**config.mk**
```make
export PLATFORM = sky130hd
export DESIGN_NAME = button_event_fsm_flat
export DESIGN_NICKNAME = d
export VERILOG_FILES = /design/src/rtl/button_event_fsm_if.sv /design/src/rtl/button_event_fsm.sv /design/src/flat_wrapper.sv
export SDC_FILE = /design/constraint.sdc
export NUM_CORES = 1
export LEC_CHECK = 0
export ABC_AREA = 0
export CAP_MARGIN = 20
export CELL_PAD_IN_SITES_DETAIL_PLACEMENT = 0
export CELL_PAD_IN_SITES_GLOBAL_PLACEMENT = 2
export CORE_AREA = 2 2 71 73
export CTS_BUF_LIST = sky130_fd_sc_hd__clkbuf_8
export DETAILED_ROUTE_END_ITERATION = 7
export DIE_AREA = 0 0 73 75
export PLACE_DENSITY_LB_ADDON = 0.1
export SYNTH_ARGS = -nofsm -noshare
export SYNTH_HDL_FRONTEND = slang
export SYNTH_SLANG_ARGS = --single-unit
```
**constraint.sdc**
```tcl
create_clock -name clk -period 1.6 [get_ports clk]
set_input_delay 0.24 -clock clk [delete_from_list [all_inputs] [get_ports clk]]
set_output_delay 0.24 -clock clk [all_outputs]
set_load 0.02 [all_outputs]
```
**src/rtl/button_event_fsm_if.sv**
```systemverilog
// Button event bundle: the debounced level and enable going in, the one-cycle
// UI strobes, hold flag, press counter and FSM state coming out.
//
// Handshake: there is no backpressure. Every *_pulse is a one-cycle strobe
// that acts as its own valid; consumers must take it in the cycle it is high,
// and at most one strobe is high in any cycle. en/level_in are sampled on
// every posedge of clk.
interface button_event_fsm_if;
  logic       en;
  logic       level_in;
  logic       press_pulse;
  logic       release_pulse;
  logic       long_pulse;
  logic       repeat_pulse;
  logic       held;
  logic [7:0] press_count;
  logic [1:0] state_dbg;

  // Driver of the button level / enable (testbench or upstream debouncer side)
  modport master (
    output en,
    output level_in,
    input  press_pulse,
    input  release_pulse,
    input  long_pulse,
    input  repeat_pulse,
    input  held,
    input  press_count,
    input  state_dbg
  );

  // The event FSM itself
  modport slave (
    input  en,
    input  level_in,
    output press_pulse,
    output release_pulse,
    output long_pulse,
    output repeat_pulse,
    output held,
    output press_count,
    output state_dbg
  );
endinterface

```
**src/rtl/button_event_fsm.sv**
```systemverilog
// Turns a clean button level into registered one-cycle press, release,
// long-press and auto-repeat strobes, plus a wrapping 8-bit press counter.
// A level that is already high (after reset or after en drops) must go low
// before a press can be accepted, which is what WAIT_LOW enforces.
module button_event_fsm #(
  parameter int LONG_CYCLES   = 50,
  parameter int REPEAT_CYCLES = 10,
  parameter int CNT_W         = 16
) (
  input  logic                clk,
  input  logic                rst,
  button_event_fsm_if.slave   bus
);

  typedef enum logic [1:0] {
    WAIT_LOW = 2'd0,
    IDLE     = 2'd1,
    PRESSED  = 2'd2,
    LONG     = 2'd3
  } state_t;

  localparam logic [CNT_W-1:0] LONG_LAST   = CNT_W'(LONG_CYCLES - 1);
  localparam logic [CNT_W-1:0] REPEAT_LAST = CNT_W'(REPEAT_CYCLES - 1);

  state_t           state_q, state_d;
  logic [CNT_W-1:0] cnt_q, cnt_d;
  logic [7:0]       count_q, count_d;
  logic             press_q, press_d;
  logic             release_q, release_d;
  logic             long_q, long_d;
  logic             repeat_q, repeat_d;

  // Next-state, counter and strobe decode; release takes priority over the
  // hold counter firing, so at most one strobe is ever requested.
  always_comb begin
    state_d   = state_q;
    cnt_d     = cnt_q;
    count_d   = count_q;
    press_d   = 1'b0;
    release_d = 1'b0;
    long_d    = 1'b0;
    repeat_d  = 1'b0;

    if (!bus.en) begin
      state_d = WAIT_LOW;
      cnt_d   = '0;
    end else begin
      unique case (state_q)
        WAIT_LOW: begin
          cnt_d = '0;
          if (!bus.level_in) state_d = IDLE;
        end
        IDLE: begin
          cnt_d = '0;
          if (bus.level_in) begin
            state_d = PRESSED;
            press_d = 1'b1;
            count_d = count_q + 8'd1;
          end
        end
        PRESSED: begin
          if (!bus.level_in) begin
            state_d   = IDLE;
            release_d = 1'b1;
            cnt_d     = '0;
          end else if (cnt_q == LONG_LAST) begin
            state_d = LONG;
            long_d  = 1'b1;
            cnt_d   = '0;
          end else begin
            cnt_d = cnt_q + CNT_W'(1);
          end
        end
        LONG: begin
          if (!bus.level_in) begin
            state_d   = IDLE;
            release_d = 1'b1;
            cnt_d     = '0;
          end else if (cnt_q == REPEAT_LAST) begin
            repeat_d = 1'b1;
            cnt_d    = '0;
          end else begin
            cnt_d = cnt_q + CNT_W'(1);
          end
        end
        default: begin
          state_d = WAIT_LOW;
          cnt_d   = '0;
        end
      endcase
    end
  end

  // State, hold counter, press counter and registered strobes
  always_ff @(posedge clk) begin
    if (rst) begin
      state_q   <= WAIT_LOW;
      cnt_q     <= '0;
      count_q   <= '0;
      press_q   <= 1'b0;
      release_q <= 1'b0;
      long_q    <= 1'b0;
      repeat_q  <= 1'b0;
    end else begin
      state_q   <= state_d;
      cnt_q     <= cnt_d;
      count_q   <= count_d;
      press_q   <= press_d;
      release_q <= release_d;
      long_q    <= long_d;
      repeat_q  <= repeat_d;
    end
  end

  // held comes straight from the state register, so it is glitch-free
  assign bus.held          = (state_q == PRESSED) || (state_q == LONG);
  assign bus.press_pulse   = press_q;
  assign bus.release_pulse = release_q;
  assign bus.long_pulse    = long_q;
  assign bus.repeat_pulse  = repeat_q;
  assign bus.press_count   = count_q;
  assign bus.state_dbg     = state_q;

endmodule

```
**src/flat_wrapper.sv**
```systemverilog
// flat-port wrapper written by rule: the top's interface ports become plain ports
module button_event_fsm_flat 
#(
  parameter int LONG_CYCLES   = 50,
  parameter int REPEAT_CYCLES = 10,
  parameter int CNT_W         = 16
)
  (clk, rst, bus_en, bus_level_in, bus_press_pulse, bus_release_pulse, bus_long_pulse, bus_repeat_pulse, bus_held, bus_press_count, bus_state_dbg);
  button_event_fsm_if bus_i ();
  input  logic clk;
  input  logic rst;
  input wire logic [$bits(bus_i.en)-1:0] bus_en;
  input wire logic [$bits(bus_i.level_in)-1:0] bus_level_in;
  output wire logic [$bits(bus_i.press_pulse)-1:0] bus_press_pulse;
  output wire logic [$bits(bus_i.release_pulse)-1:0] bus_release_pulse;
  output wire logic [$bits(bus_i.long_pulse)-1:0] bus_long_pulse;
  output wire logic [$bits(bus_i.repeat_pulse)-1:0] bus_repeat_pulse;
  output wire logic [$bits(bus_i.held)-1:0] bus_held;
  output wire logic [$bits(bus_i.press_count)-1:0] bus_press_count;
  output wire logic [$bits(bus_i.state_dbg)-1:0] bus_state_dbg;
  assign bus_i.en = bus_en;
  assign bus_i.level_in = bus_level_in;
  assign bus_press_pulse = bus_i.press_pulse;
  assign bus_release_pulse = bus_i.release_pulse;
  assign bus_long_pulse = bus_i.long_pulse;
  assign bus_repeat_pulse = bus_i.repeat_pulse;
  assign bus_held = bus_i.held;
  assign bus_press_count = bus_i.press_count;
  assign bus_state_dbg = bus_i.state_dbg;
  button_event_fsm #(.LONG_CYCLES(LONG_CYCLES), .REPEAT_CYCLES(REPEAT_CYCLES), .CNT_W(CNT_W)) u_core (.clk(clk), .rst(rst), .bus(bus_i));
endmodule
```
==> summary.txt <==
Placement
  – Pre-CTS setup slack: -0.254 ns
  – Routability cong.: 0.747
  – Dpl cell area: 1910 µm²
  – DP HPWL: 2380 µm
  – IO buf count: 18

Routing
  – Detailed Route Iter0 Violations: 38
  – Vias: 1263
  – Post-Route WL: 3220 µm
  – Routed Antenna Nets: 0
  – Routed wire per std cell: 12.0 µm
  – Vias per cell: 4.73
  – DRC Markers: 0
  – 1st-pass router iterations: 4

Floorplanning
  – Chip width: 73 µm
  – Die ar.: 5480 µm²
  – Die Span Y: 75 µm
  – Cell row count: 25
  – # IOs: 19
  – Initial Util: 31.5%
  – Placeable Area: 4660 µm²

Worst setup path
  – Internal reg-to-reg setup slack: 0.10 ns
  – Max incr delay on CP: 0.63 ns
  – CP max-delay cell: clkdlybuf4s50_1
  – Critical path cell sequence: clkdlybuf4s50_1
  – CP Capture Type: primary output
  – Crit path kind: register to primary output
  – Critical path fanouts, max: 4
  – CP Buf/Inv Count: 1
  – Worst setup SP type: register
  – Critical Path RT: 1.36 ns
  – Arrival time at the worst endpoint: 1.29 ns
  – Crit-path leading delay family: buffers and inverters

Global route
  – Vias in the first global route: 1161
  – Total track usage: 12.9%
  – First-pass GRT wire length: 5220 µm
  – Antenna violations before repair: 0
  – Largest net degree at the start of global routing: 12
  – Congestion Overflow GR: 0

Yosys
  – Register bit total from synthesis: 30
  – Syn Area/Cell: 9.28 µm²
  – Post-synth EDFFs: 0
  – Syn nets: 168
  – FFs w/ async S/R, synth: 0%
  – Top FF cell, synth: dfxtp_1
  – Sequential area share after synthesis: 41.0%
  – Mapped cell area: 1470 µm²
  – Netlist cell types: 33
  – Synth warnings: 0
  – Mapped Cells: 158

STA
  – Maximum clock rate: 654 MHz
  – Fin. max-slew vios: 0
  – Worst hold slack: 0.505 ns
  – RSZ-0062 raised after global routing: true
  – Max-slew headroom: 78.6%
  – Least-Margin Pin Slew: 0.318 ns
  – Setup WS post-layout: 0.0702 ns
  – Final min period: 1.53 ns
  – Hold Vio Cnt, Final: 0
  – # setup viols final: 0
  – Setup TNS: 0 ns
  – Final period util: 95.6%
  – Clock skew: 0.00748 ns

Clock network
  – CTS Buf Count: 5
  – H-tree Lvls: 2
  – Clock Latency Late Sink: 0.28 ns
  – CTS Root Cell: clkbuf_8
  – CTS sink cnt: 30
  – Post-CTS Hold Buffers: 0
  – Clock Pin Slew Worst Setup and Hold Paths: 0.06 ns
  – Clk buf depth: 2
  – CTS tree: done

Final layout
  – Area grow syn2layout: 42.2%
  – Commonest non-fill, non-tap cell in the layout: buf_4
  – Most frequent cells in the layout: 32 x buf_4, 27 x dfxtp_1, 21 x nor2_1, 16 x xnor2_1, 11 x clkdlybuf4s50_1
  – Design area: 2080 µm²
  – Share of layout cells above drive strength 1: 31.9%
  – Final nets: 222
  – N_diodes: 0

Pwr
  – Pleak: 0.875 nW
  – VDD IR max: 0.000259 V
  – Power density over cell area: 706 nW/µm²
  – Power Total: 1.47 mW

Min path
  – Worst Hold Class: register to register

Outcome
  – Outcome: finished clean

Flow run
  – MaxCap Viol Count: 0
-- cell usage after synthesis, drive strengths merged, types with 2 or more instances --
| master | number | area [µm²] |
|---|---|---|
| dfxtp | 30 | 601 |
| nor2b | 2 | 12.5 |
| nor3 | 7 | 35.0 |
| and3 | 4 | 25.0 |
| xor2 | 4 | 35.0 |
| nand3 | 9 | 45.0 |
| inv | 6 | 22.5 |
| nand2 | 9 | 33.8 |
| buf | 3 | 30.0 |
| a21oi | 3 | 15.0 |
| nand4 | 8 | 62.6 |
| nor2 | 31 | 139 |
| xnor2 | 16 | 140 |
| ha | 6 | 75.1 |
| nand2b | 2 | 12.5 |
| nor4 | 5 | 61.3 |
-- layout make-up --
type	instances	area (µm²)
Inverter	6	22.5
Fill cell	468	2580
Tap cell	54	67.6
Multi-Input combinational cell	118	853
Timing Repair Buffer	51	445
Sequential cell	30	604
Clock inverter	2	8.76
Clock buffer	6	82.6
-- logic make-up after synthesis --
logic type	count (synthesis)	synth area share [%]
adder cells (fa/ha/maj)	6	5.12
XOR/XNOR	20	11.9
flip-flops	30	41.0
AO/OA/AOI/OAI	9	5.03
AND/OR/NAND/NOR	83	33.1
buffers and inverters	10	3.84
-- per-stage QoR --
step                instances  util [%]
finish                    267      44.7
global route              267      44.7
CTS                       267      43.4
detailed placement        257      41.0
global placement          257      41.0
floorplan                 158         -
-- final timing paths --
path | from | to | cells after the start
min reg2reg | u_core.bus.press_count[1] | u_core.bus.press_count[1] | 2
min | u_core.bus.press_count[1] | u_core.bus.press_count[1] | 2
max reg2reg | u_core.cnt_q[0] | u_core.cnt_q[14] | 6
max | u_core.bus.press_count[5] | bus_press_count[5] | 1
-- timing repair --
| action | CTS | global route |
|---|---|---|
| pin swaps | 1 | 2 |
| endpoints found under the setup margin | 20 | 23 |
| buffers inserted | 2 | 0 |
| resized for setup | 8 | 17 |
-- flip-flops by register name, summed over array words and instances, names as in the netlist --
register,cells
u_core.bus.long_pulse,1
u_core.bus.state_dbg,2
u_core.bus.press_count,8
u_core.bus.release_pulse,1
u_core.bus.press_pulse,1
u_core.cnt_q,16
u_core.bus.repeat_pulse,1
-- power by group --
part	switching, mW	leakage (nW)	internal, mW
combinational	0.0445	0.579	0.0480
clock	0.285	0.0524	0.340
sequential	0.00311	0.243	0.751
total	0.333	0.875	1.14
-- routing by layer --
metal	GRT usage, %	part of all wire, %
met3	4.15	4.4
met1	14.9	46
met2	21.6	48
met5	0	0
met4	6.17	1.8
No activity file was read; power rests on OpenSTA's default activity.
